[src/rtl/core_pkg.sv]
// Shared RV32I decode definitions: opcodes, ALU/operand-select encodings and
// the D/E pipeline register layout.
package core_pkg;

    localparam logic [6:0] OPC_OP     = 7'b0110011;
    localparam logic [6:0] OPC_OP_IMM = 7'b0010011;
    localparam logic [6:0] OPC_LOAD   = 7'b0000011;
    localparam logic [6:0] OPC_STORE  = 7'b0100011;
    localparam logic [6:0] OPC_BRANCH = 7'b1100011;
    localparam logic [6:0] OPC_JAL    = 7'b1101111;
    localparam logic [6:0] OPC_JALR   = 7'b1100111;
    localparam logic [6:0] OPC_LUI    = 7'b0110111;
    localparam logic [6:0] OPC_AUIPC  = 7'b0010111;

    typedef enum logic [3:0] {
        ALU_ADD  = 4'd0,
        ALU_SUB  = 4'd1,
        ALU_SLL  = 4'd2,
        ALU_SLT  = 4'd3,
        ALU_SLTU = 4'd4,
        ALU_XOR  = 4'd5,
        ALU_SRL  = 4'd6,
        ALU_SRA  = 4'd7,
        ALU_OR   = 4'd8,
        ALU_AND  = 4'd9
    } alu_op_e;

    typedef enum logic [1:0] {
        RES_ALU = 2'b00,
        RES_MEM = 2'b01,
        RES_PC4 = 2'b10
    } result_src_e;

    typedef enum logic [1:0] {
        A_RD1  = 2'b00,
        A_PC   = 2'b01,
        A_ZERO = 2'b10
    } alu_a_src_e;

    typedef enum logic [2:0] {
        IMM_I,
        IMM_S,
        IMM_B,
        IMM_U,
        IMM_J
    } imm_type_e;

    typedef struct packed {
        logic [31:0] rd1;
        logic [31:0] rd2;
        logic [31:0] imm;
        logic [4:0]  rs1;
        logic [4:0]  rs2;
        logic [4:0]  rd;
        logic [31:0] pc;
        logic [31:0] pc_plus4;
        logic        reg_write;
        logic        mem_write;
        logic        branch;
        logic        jump;
        logic        jalr;
        result_src_e result_src;
        alu_a_src_e  alu_a_src;
        logic        alu_b_src;
        alu_op_e     alu_ctrl;
        logic [2:0]  funct3;
        logic        illegal;
    } de_ex_t;

    // Only register-register ops may turn funct7[5] into SUB; shifts use it for SRA either way.
    function automatic alu_op_e alu_decode(input logic [2:0] funct3,
                                           input logic       funct7_b5,
                                           input logic       is_reg_op);
        alu_op_e op;
        case (funct3)
            3'b000:  op = (is_reg_op && funct7_b5) ? ALU_SUB : ALU_ADD;
            3'b001:  op = ALU_SLL;
            3'b010:  op = ALU_SLT;
            3'b011:  op = ALU_SLTU;
            3'b100:  op = ALU_XOR;
            3'b101:  op = funct7_b5 ? ALU_SRA : ALU_SRL;
            3'b110:  op = ALU_OR;
            default: op = ALU_AND;
        endcase
        return op;
    endfunction

endpackage

[src/rtl/stage_instruction_decode_if.sv]
// Fetch, writeback and D/E pipeline-register signals of the decode stage.
interface stage_instruction_decode_if;
    logic [31:0] de_instr;
    logic [31:0] de_pc;
    logic [31:0] de_pc_plus4;
    logic        ex_flush;
    logic        wb_reg_write;
    logic [4:0]  wb_rd;
    logic [31:0] wb_result;
    logic [4:0]  de_rs1;
    logic [4:0]  de_rs2;
    logic [31:0] ex_rd1;
    logic [31:0] ex_rd2;
    logic [31:0] ex_imm;
    logic [4:0]  ex_rs1;
    logic [4:0]  ex_rs2;
    logic [4:0]  ex_rd;
    logic [31:0] ex_pc;
    logic [31:0] ex_pc_plus4;
    logic        ex_reg_write;
    logic        ex_mem_write;
    logic        ex_branch;
    logic        ex_jump;
    logic        ex_jalr;
    logic [1:0]  ex_result_src;
    logic [1:0]  ex_alu_a_src;
    logic        ex_alu_b_src;
    logic [3:0]  ex_alu_ctrl;
    logic [2:0]  ex_funct3;
    logic        ex_illegal;

    modport master (
        input  de_instr, de_pc, de_pc_plus4, ex_flush, wb_reg_write, wb_rd, wb_result,
        output de_rs1, de_rs2, ex_rd1, ex_rd2, ex_imm, ex_rs1, ex_rs2, ex_rd, ex_pc,
               ex_pc_plus4, ex_reg_write, ex_mem_write, ex_branch, ex_jump, ex_jalr,
               ex_result_src, ex_alu_a_src, ex_alu_b_src, ex_alu_ctrl, ex_funct3, ex_illegal
    );

    modport slave (
        output de_instr, de_pc, de_pc_plus4, ex_flush, wb_reg_write, wb_rd, wb_result,
        input  de_rs1, de_rs2, ex_rd1, ex_rd2, ex_imm, ex_rs1, ex_rs2, ex_rd, ex_pc,
               ex_pc_plus4, ex_reg_write, ex_mem_write, ex_branch, ex_jump, ex_jalr,
               ex_result_src, ex_alu_a_src, ex_alu_b_src, ex_alu_ctrl, ex_funct3, ex_illegal
    );
endinterface

[src/rtl/register_file.sv]
// 31 x 32-bit architectural registers: two combinational reads, one write,
// x0 hard-wired to zero and write-through bypass to the read ports.
module register_file (
    input  logic        clk,
    input  logic        rst_n,
    input  logic [4:0]  rs1_addr,
    input  logic [4:0]  rs2_addr,
    output logic [31:0] rs1_data,
    output logic [31:0] rs2_data,
    input  logic        wr_en,
    input  logic [4:0]  wr_addr,
    input  logic [31:0] wr_data
);
    logic [31:0] regs_q [1:31];
    logic [31:0] regs_d [1:31];

    always_comb begin
        regs_d = regs_q;
        if (wr_en && (wr_addr != 5'd0)) begin
            regs_d[wr_addr] = wr_data;
        end
    end

    always_ff @(posedge clk or negedge rst_n) begin
        if (!rst_n) begin
            for (int i = 1; i < 32; i++) begin
                regs_q[i] <= '0;
            end
        end else begin
            regs_q <= regs_d;
        end
    end

    // A same-cycle writeback wins over the stored value so decode never reads stale data.
    assign rs1_data = (rs1_addr == 5'd0)                  ? 32'd0   :
                      (wr_en && (wr_addr == rs1_addr))    ? wr_data : regs_q[rs1_addr];
    assign rs2_data = (rs2_addr == 5'd0)                  ? 32'd0   :
                      (wr_en && (wr_addr == rs2_addr))    ? wr_data : regs_q[rs2_addr];

endmodule

[src/rtl/stage_instruction_decode.sv]
// RV32I decode stage: control decode, immediate generation, register read and
// the D/E pipeline register.
module stage_instruction_decode
    import core_pkg::*;
#(
    parameter logic [31:0] RESET_PC = 32'h0000_0000
) (
    input logic                         clk,
    input logic                         rst_n,
    stage_instruction_decode_if.master  bus
);
    logic [31:0] instr;
    logic [6:0]  opcode;
    logic [2:0]  funct3;
    logic [4:0]  rd;
    logic [4:0]  rs1;
    logic [4:0]  rs2;
    logic [31:0] rf_rd1;
    logic [31:0] rf_rd2;
    logic [31:0] imm;

    logic        reg_write;
    logic        mem_write;
    logic        branch;
    logic        jump;
    logic        jalr;
    result_src_e result_src;
    alu_a_src_e  alu_a_src;
    logic        alu_b_src;
    alu_op_e     alu_ctrl;
    logic        illegal;
    imm_type_e   imm_type;

    de_ex_t de_ex_d;
    de_ex_t de_ex_q;

    assign instr  = bus.de_instr;
    assign opcode = instr[6:0];
    assign rd     = instr[11:7];
    assign funct3 = instr[14:12];
    assign rs1    = instr[19:15];
    assign rs2    = instr[24:20];

    assign bus.de_rs1 = rs1;
    assign bus.de_rs2 = rs2;

    register_file u_register_file (
        .clk      (clk),
        .rst_n    (rst_n),
        .rs1_addr (rs1),
        .rs2_addr (rs2),
        .rs1_data (rf_rd1),
        .rs2_data (rf_rd2),
        .wr_en    (bus.wb_reg_write),
        .wr_addr  (bus.wb_rd),
        .wr_data  (bus.wb_result)
    );

    always_comb begin
        reg_write  = 1'b0;
        mem_write  = 1'b0;
        branch     = 1'b0;
        jump       = 1'b0;
        jalr       = 1'b0;
        result_src = RES_ALU;
        alu_a_src  = A_RD1;
        alu_b_src  = 1'b0;
        alu_ctrl   = ALU_ADD;
        illegal    = 1'b0;
        imm_type   = IMM_I;
        case (opcode)
            OPC_OP: begin
                reg_write = 1'b1;
                alu_ctrl  = alu_decode(funct3, instr[30], 1'b1);
            end
            OPC_OP_IMM: begin
                reg_write = 1'b1;
                alu_b_src = 1'b1;
                alu_ctrl  = alu_decode(funct3, instr[30], 1'b0);
            end
            OPC_LOAD: begin
                reg_write  = 1'b1;
                result_src = RES_MEM;
                alu_b_src  = 1'b1;
            end
            OPC_STORE: begin
                mem_write = 1'b1;
                alu_b_src = 1'b1;
                imm_type  = IMM_S;
            end
            OPC_BRANCH: begin
                branch   = 1'b1;
                alu_ctrl = ALU_SUB;
                imm_type = IMM_B;
            end
            OPC_JAL: begin
                jump       = 1'b1;
                reg_write  = 1'b1;
                result_src = RES_PC4;
                alu_a_src  = A_PC;
                alu_b_src  = 1'b1;
                imm_type   = IMM_J;
            end
            OPC_JALR: begin
                jump       = 1'b1;
                jalr       = 1'b1;
                reg_write  = 1'b1;
                result_src = RES_PC4;
                alu_b_src  = 1'b1;
            end
            OPC_LUI: begin
                reg_write = 1'b1;
                alu_a_src = A_ZERO;
                alu_b_src = 1'b1;
                imm_type  = IMM_U;
            end
            OPC_AUIPC: begin
                reg_write = 1'b1;
                alu_a_src = A_PC;
                alu_b_src = 1'b1;
                imm_type  = IMM_U;
            end
            default: illegal = 1'b1;
        endcase
    end

    always_comb begin
        imm = {{20{instr[31]}}, instr[31:20]};
        case (imm_type)
            IMM_S:   imm = {{20{instr[31]}}, instr[31:25], instr[11:7]};
            IMM_B:   imm = {{19{instr[31]}}, instr[31], instr[7], instr[30:25], instr[11:8], 1'b0};
            IMM_U:   imm = {instr[31:12], 12'b0};
            IMM_J:   imm = {{11{instr[31]}}, instr[31], instr[19:12], instr[20], instr[30:21], 1'b0};
            default: imm = {{20{instr[31]}}, instr[31:20]};
        endcase
    end

    // A flush loads the all-zero record, which is the NOP bubble.
    always_comb begin
        de_ex_d = '0;
        if (!bus.ex_flush) begin
            de_ex_d.rd1        = rf_rd1;
            de_ex_d.rd2        = rf_rd2;
            de_ex_d.imm        = imm;
            de_ex_d.rs1        = rs1;
            de_ex_d.rs2        = rs2;
            de_ex_d.rd         = rd;
            de_ex_d.pc         = bus.de_pc;
            de_ex_d.pc_plus4   = bus.de_pc_plus4;
            de_ex_d.reg_write  = reg_write;
            de_ex_d.mem_write  = mem_write;
            de_ex_d.branch     = branch;
            de_ex_d.jump       = jump;
            de_ex_d.jalr       = jalr;
            de_ex_d.result_src = result_src;
            de_ex_d.alu_a_src  = alu_a_src;
            de_ex_d.alu_b_src  = alu_b_src;
            de_ex_d.alu_ctrl   = alu_ctrl;
            de_ex_d.funct3     = funct3;
            de_ex_d.illegal    = illegal;
        end
    end

    always_ff @(posedge clk or negedge rst_n) begin
        if (!rst_n) begin
            de_ex_q          <= '0;
            de_ex_q.pc       <= RESET_PC;
            de_ex_q.pc_plus4 <= RESET_PC + 32'd4;
        end else begin
            de_ex_q <= de_ex_d;
        end
    end

    assign bus.ex_rd1        = de_ex_q.rd1;
    assign bus.ex_rd2        = de_ex_q.rd2;
    assign bus.ex_imm        = de_ex_q.imm;
    assign bus.ex_rs1        = de_ex_q.rs1;
    assign bus.ex_rs2        = de_ex_q.rs2;
    assign bus.ex_rd         = de_ex_q.rd;
    assign bus.ex_pc         = de_ex_q.pc;
    assign bus.ex_pc_plus4   = de_ex_q.pc_plus4;
    assign bus.ex_reg_write  = de_ex_q.reg_write;
    assign bus.ex_mem_write  = de_ex_q.mem_write;
    assign bus.ex_branch     = de_ex_q.branch;
    assign bus.ex_jump       = de_ex_q.jump;
    assign bus.ex_jalr       = de_ex_q.jalr;
    assign bus.ex_result_src = de_ex_q.result_src;
    assign bus.ex_alu_a_src  = de_ex_q.alu_a_src;
    assign bus.ex_alu_b_src  = de_ex_q.alu_b_src;
    assign bus.ex_alu_ctrl   = de_ex_q.alu_ctrl;
    assign bus.ex_funct3     = de_ex_q.funct3;
    assign bus.ex_illegal    = de_ex_q.illegal;

endmodule

[src/flat_wrapper.sv]
// flat-port wrapper written by rule: the top's interface ports become plain ports
module stage_instruction_decode_flat import core_pkg::*;
#(
    parameter logic [31:0] RESET_PC = 32'h0000_0000
)
  (clk, rst_n, bus_de_instr, bus_de_pc, bus_de_pc_plus4, bus_ex_flush, bus_wb_reg_write, bus_wb_rd, bus_wb_result, bus_de_rs1, bus_de_rs2, bus_ex_rd1, bus_ex_rd2, bus_ex_imm, bus_ex_rs1, bus_ex_rs2, bus_ex_rd, bus_ex_pc, bus_ex_pc_plus4, bus_ex_reg_write, bus_ex_mem_write, bus_ex_branch, bus_ex_jump, bus_ex_jalr, bus_ex_result_src, bus_ex_alu_a_src, bus_ex_alu_b_src, bus_ex_alu_ctrl, bus_ex_funct3, bus_ex_illegal);
  stage_instruction_decode_if bus_i ();
  input logic clk;
  input logic rst_n;
  input wire logic [$bits(bus_i.de_instr)-1:0] bus_de_instr;
  input wire logic [$bits(bus_i.de_pc)-1:0] bus_de_pc;
  input wire logic [$bits(bus_i.de_pc_plus4)-1:0] bus_de_pc_plus4;
  input wire logic [$bits(bus_i.ex_flush)-1:0] bus_ex_flush;
  input wire logic [$bits(bus_i.wb_reg_write)-1:0] bus_wb_reg_write;
  input wire logic [$bits(bus_i.wb_rd)-1:0] bus_wb_rd;
  input wire logic [$bits(bus_i.wb_result)-1:0] bus_wb_result;
  output wire logic [$bits(bus_i.de_rs1)-1:0] bus_de_rs1;
  output wire logic [$bits(bus_i.de_rs2)-1:0] bus_de_rs2;
  output wire logic [$bits(bus_i.ex_rd1)-1:0] bus_ex_rd1;
  output wire logic [$bits(bus_i.ex_rd2)-1:0] bus_ex_rd2;
  output wire logic [$bits(bus_i.ex_imm)-1:0] bus_ex_imm;
  output wire logic [$bits(bus_i.ex_rs1)-1:0] bus_ex_rs1;
  output wire logic [$bits(bus_i.ex_rs2)-1:0] bus_ex_rs2;
  output wire logic [$bits(bus_i.ex_rd)-1:0] bus_ex_rd;
  output wire logic [$bits(bus_i.ex_pc)-1:0] bus_ex_pc;
  output wire logic [$bits(bus_i.ex_pc_plus4)-1:0] bus_ex_pc_plus4;
  output wire logic [$bits(bus_i.ex_reg_write)-1:0] bus_ex_reg_write;
  output wire logic [$bits(bus_i.ex_mem_write)-1:0] bus_ex_mem_write;
  output wire logic [$bits(bus_i.ex_branch)-1:0] bus_ex_branch;
  output wire logic [$bits(bus_i.ex_jump)-1:0] bus_ex_jump;
  output wire logic [$bits(bus_i.ex_jalr)-1:0] bus_ex_jalr;
  output wire logic [$bits(bus_i.ex_result_src)-1:0] bus_ex_result_src;
  output wire logic [$bits(bus_i.ex_alu_a_src)-1:0] bus_ex_alu_a_src;
  output wire logic [$bits(bus_i.ex_alu_b_src)-1:0] bus_ex_alu_b_src;
  output wire logic [$bits(bus_i.ex_alu_ctrl)-1:0] bus_ex_alu_ctrl;
  output wire logic [$bits(bus_i.ex_funct3)-1:0] bus_ex_funct3;
  output wire logic [$bits(bus_i.ex_illegal)-1:0] bus_ex_illegal;
  assign bus_i.de_instr = bus_de_instr;
  assign bus_i.de_pc = bus_de_pc;
  assign bus_i.de_pc_plus4 = bus_de_pc_plus4;
  assign bus_i.ex_flush = bus_ex_flush;
  assign bus_i.wb_reg_write = bus_wb_reg_write;
  assign bus_i.wb_rd = bus_wb_rd;
  assign bus_i.wb_result = bus_wb_result;
  assign bus_de_rs1 = bus_i.de_rs1;
  assign bus_de_rs2 = bus_i.de_rs2;
  assign bus_ex_rd1 = bus_i.ex_rd1;
  assign bus_ex_rd2 = bus_i.ex_rd2;
  assign bus_ex_imm = bus_i.ex_imm;
  assign bus_ex_rs1 = bus_i.ex_rs1;
  assign bus_ex_rs2 = bus_i.ex_rs2;
  assign bus_ex_rd = bus_i.ex_rd;
  assign bus_ex_pc = bus_i.ex_pc;
  assign bus_ex_pc_plus4 = bus_i.ex_pc_plus4;
  assign bus_ex_reg_write = bus_i.ex_reg_write;
  assign bus_ex_mem_write = bus_i.ex_mem_write;
  assign bus_ex_branch = bus_i.ex_branch;
  assign bus_ex_jump = bus_i.ex_jump;
  assign bus_ex_jalr = bus_i.ex_jalr;
  assign bus_ex_result_src = bus_i.ex_result_src;
  assign bus_ex_alu_a_src = bus_i.ex_alu_a_src;
  assign bus_ex_alu_b_src = bus_i.ex_alu_b_src;
  assign bus_ex_alu_ctrl = bus_i.ex_alu_ctrl;
  assign bus_ex_funct3 = bus_i.ex_funct3;
  assign bus_ex_illegal = bus_i.ex_illegal;
  stage_instruction_decode #(.RESET_PC(RESET_PC)) u_core (.clk(clk), .rst_n(rst_n), .bus(bus_i));
endmodule
[config.mk]
export PLATFORM = sky130hd
export DESIGN_NAME = stage_instruction_decode_flat
export DESIGN_NICKNAME = d
export VERILOG_FILES = /design/src/rtl/core_pkg.sv /design/src/rtl/stage_instruction_decode_if.sv /design/src/rtl/register_file.sv /design/src/rtl/stage_instruction_decode.sv /design/src/flat_wrapper.sv
export SDC_FILE = /design/constraint.sdc
export NUM_CORES = 2
export LEC_CHECK = 0
export CAP_MARGIN = 20
export CORE_UTILIZATION = 35
export CTS_BUF_LIST = sky130_fd_sc_hd__clkbuf_16
export CTS_CLUSTER_SIZE = 20
export DETAILED_ROUTE_END_ITERATION = 16
export PLACE_DENSITY = 0.55
export SETUP_SLACK_MARGIN = 0.5
export SLEW_MARGIN = 25
export SYNTH_ARGS = -nofsm -noshare
export SYNTH_HDL_FRONTEND = slang
export SYNTH_SLANG_ARGS = --single-unit
export TNS_END_PERCENT = 5
[constraint.sdc]
create_clock -name clk -period 4.4 [get_ports clk]
set_input_delay 0.88 -clock clk [delete_from_list [all_inputs] [get_ports clk]]
set_output_delay 0.88 -clock clk [all_outputs]
set_load 0.01 [all_outputs]
==> metrics.cfg <==
[global_route]
grt_usage_pct = 25.7
grt_max_degree = 115
grt_overflow = 0
grtUsageMet3_pct = 5.08
antenna_found_initial = 10
grt_use_met1_pct = 33.3
gr-usage-met2_pct = 41.6
grt_pass1_wl_microns = 323000
grt_pass1_vias = 42066
grt.busiest_layer = met2

[worst_setup_path]
crit_fanout = 41
worstSetupPathType = input port to output port
r2r_slack_ps = 2330
worstPathCellList = buf_8 -> buf_4 -> clkdlybuf4s50_1
slowest_delay_ps = 630
slowest_stage = clkdlybuf4s50_1
endpoint_kind = output port
crit_arrival_ps = 2420
worstPathRequired_ps = 3520
cp-start-kind = input port

[clock_tree]
clk_latency_ps = 810
holdBufCountCts = 0
cts_resized = 0
cts.path.max_buffers = 3
cts-root-buf = clkbuf_16
htree_levels = 4
numCtsBuffers = 137
tritoncts = built
cts_setup_buffers = 0
clk_pin_slew_worst_paths_ps = 60
cts_sinks = 1185

[timing]
worstMarginPinSlew_ps = 1030
hold_slack_ps = 126
finalCritPeriodShare_pct = 75.0
max_freq_ghz = 0.303
setup_viol = 0
finalClockSkew_ps = 28.9
hold_viol = 0
drv_slew = 0
relSlewSlack_pct = 31.1
finalSetupTns_ps = 0
layout_min_cycle_time_ps = 3300
rsz0062_at_grt = no

[place]
place_hpwl_microns = 141000
place.gp.congestion = 0.846
io_buffers = 339

[synth]
synth_commonest_cells = 1184 x dfrtp_1, 1088 x mux2_2, 381 x mux4_2
synthArstFlopShare_pct = 100
ys_seq_area_share_pct = 49.0
synth_seq_cells = 1185
post_synth_instance_area_sq_um = 60600
yosys-top-cells-area = dfrtp_1 49%, mux2_2 20%, mux4_2 14%, mux2i_1 2.5%, nor2b_1 1.3%
synth_most_common_cell = dfrtp_1
synth.net_count = 4391
syn_inst = 4254
synth.yosys.warnings = 0
synth-edff-count = 0
synthFlopType = dfrtp_1
synth_top_area_share_pct = 48.9
synth_area_leader_cell = dfrtp_1
avgSynthCellArea_sq_um = 14.2
synth_cell_types = 66

[layout]
multiInputGateArea_sq_um = 28800
nets = 4671
drive_gt1_share_pct = 42.8
nFillCells = 15896
area_growth_pct = 18.1
seq_area_sq_um = 29700

[power_and_ir_drop]
fin_total_pwr_mw = 31.8
power.density_nw_per_um2 = 444
vdd_drop_max_uv = 431
p_leak_nw = 30.6

[flow_run]
maxCapViolations = 0

[floorplan]
std_cell_rows = 152
core-area_sq_um = 172000
die_x_microns = 418
dieArea_sq_um = 175000
die_y_microns = 418
start_util_pct = 35.3
num_io_pins = 340

[min_path]
hold_class = input port to async pin

[routing]
drtIter0Drc = 3703
postRouteWirelength_microns = 226000
drtAntennaViolNets = 0
vias_per_cell = 5.93
wl_per_cell_microns = 32.4
drc_errors = 0
dr.pass1.iters = 6
via_count = 41234

[run_status]
status = finished, final reports clean

==> cell usage in the layout, fill, tap and decap left out, types with 10 or more instances in the layout <==
| cell | count |
|---|---|
| o21ai_0 | 60 |
| mux2_2 | 1088 |
| nor4_1 | 11 |
| clkbuf_16 | 141 |
| nor2_1 | 58 |
| a21oi_1 | 94 |
| nor2_4 | 20 |
| inv_1 | 44 |
| a211oi_1 | 43 |
| mux4_2 | 381 |
| buf_12 | 50 |
| and2_1 | 12 |
| nor2b_1 | 126 |
| nand3_1 | 13 |
| clkinv_1 | 26 |
| mux2_1 | 18 |
| buf_2 | 12 |
| buf_4 | 199 |
| o32ai_1 | 31 |
| o21ai_1 | 13 |
| dfrtp_1 | 1184 |
| nand2b_1 | 26 |
| nor3_1 | 21 |
| nand2_1 | 125 |
| a22oi_1 | 70 |
| a221oi_1 | 67 |
| a221o_1 | 14 |
| nand2_2 | 17 |
| clkdlybuf4s50_1 | 318 |
| clkinv_2 | 18 |
| mux2i_1 | 151 |
| o22ai_1 | 35 |
| or4_1 | 10 |
==> layout make-up <==
class / instances / area share [%]
Clock buffer: 141 / 4.93
Clock inverter: 101 / 1.08
Timing Repair Buffer: 585 / 8.14
Inverter: 11 / 0.0577
Sequential cell: 1185 / 41.5
Multi-Input combinational cell: 2614 / 40.3
Antenna cell: 8 / 0.0280
Tap cell: 2310 / 4.04
==> report_power, final <==
group          internal, mW  total [mW]  switching (mW)
sequential             12.8        14.2            1.42
combinational          3.64        6.32            2.69
clock                  6.30        11.2            4.91
==> worst max-delay path: cells and delay by family <==
kind / cells / cell delay, ps
buffers and inverters: 3 / 1480
==> path summary, 6_finish.rpt <==
kind	startpoint	endpoint	cells past startpoint
max in group asynchronous	rst_n	u_core.bus.ex_rs1[4]$_DFF_PN0_	2
worst max-delay path	bus_de_instr[21]	bus_de_rs2[1]	3
worst min register to register	u_core.u_register_file.regs_q[612]$_DFFE_PN0P_	u_core.u_register_file.regs_q[612]$_DFFE_PN0P_	1
worst min-delay path	rst_n	u_core.u_register_file.regs_q[860]$_DFFE_PN0P_	1
worst max register to register	u_core.u_register_file.regs_q[532]$_DFFE_PN0P_	u_core.bus.ex_rd1[20]$_DFF_PN0_	5
min in group clk	bus_ex_flush	u_core.bus.ex_pc[21]$_DFF_PN0_	2
==> sequential cells by signal, summed over array words and instances, names as in the netlist, 5 cells and up <==
register and cells:
u_core.bus.ex_imm 32, u_core.bus.ex_pc 32, u_core.bus.ex_pc_plus4 32, u_core.bus.ex_rd 5
u_core.bus.ex_rd1 32, u_core.bus.ex_rd2 32, u_core.bus.ex_rs1 5, u_core.bus.ex_rs2 5
u_core.u_register_file.regs_q 992
==> metrics by stage <==
step | instances | instance area [sq um] | util [%] | worst slack, ps
2_1_floorplan | 4254 | 60600 | - | 1760
3_3_place_gp | 6705 | 67200 | 39.2 | 785
3_5_place_dp | 6705 | 67200 | 39.1 | 788
4_1_cts | 6947 | 71500 | 41.6 | 1100
5_1_grt | 6950 | 71500 | 41.6 | 1070
6_report | 6955 | 71500 | 41.6 | 1100
==> per-layer routing <==
| layer | up-vias | wire length (microns) |
|---|---|---|
| li1 | 16667 | - |
| met1 | 22305 | 92000 |
| met2 | 1768 | 108000 |
| met3 | 492 | 15400 |
| met4 | 2 | 10700 |
| met5 | - | 13 |
==> kinds of logic after synthesis <==
group,synth area share [%]
and+or+nand+nor,4.23
xor gates and xnor gates,0.145
DFF,49.0
buffers and inverters,3.93
AOI/OAI and AO/OA,5.53
muxes,37.2
Power figures use the tool's default switching activity.
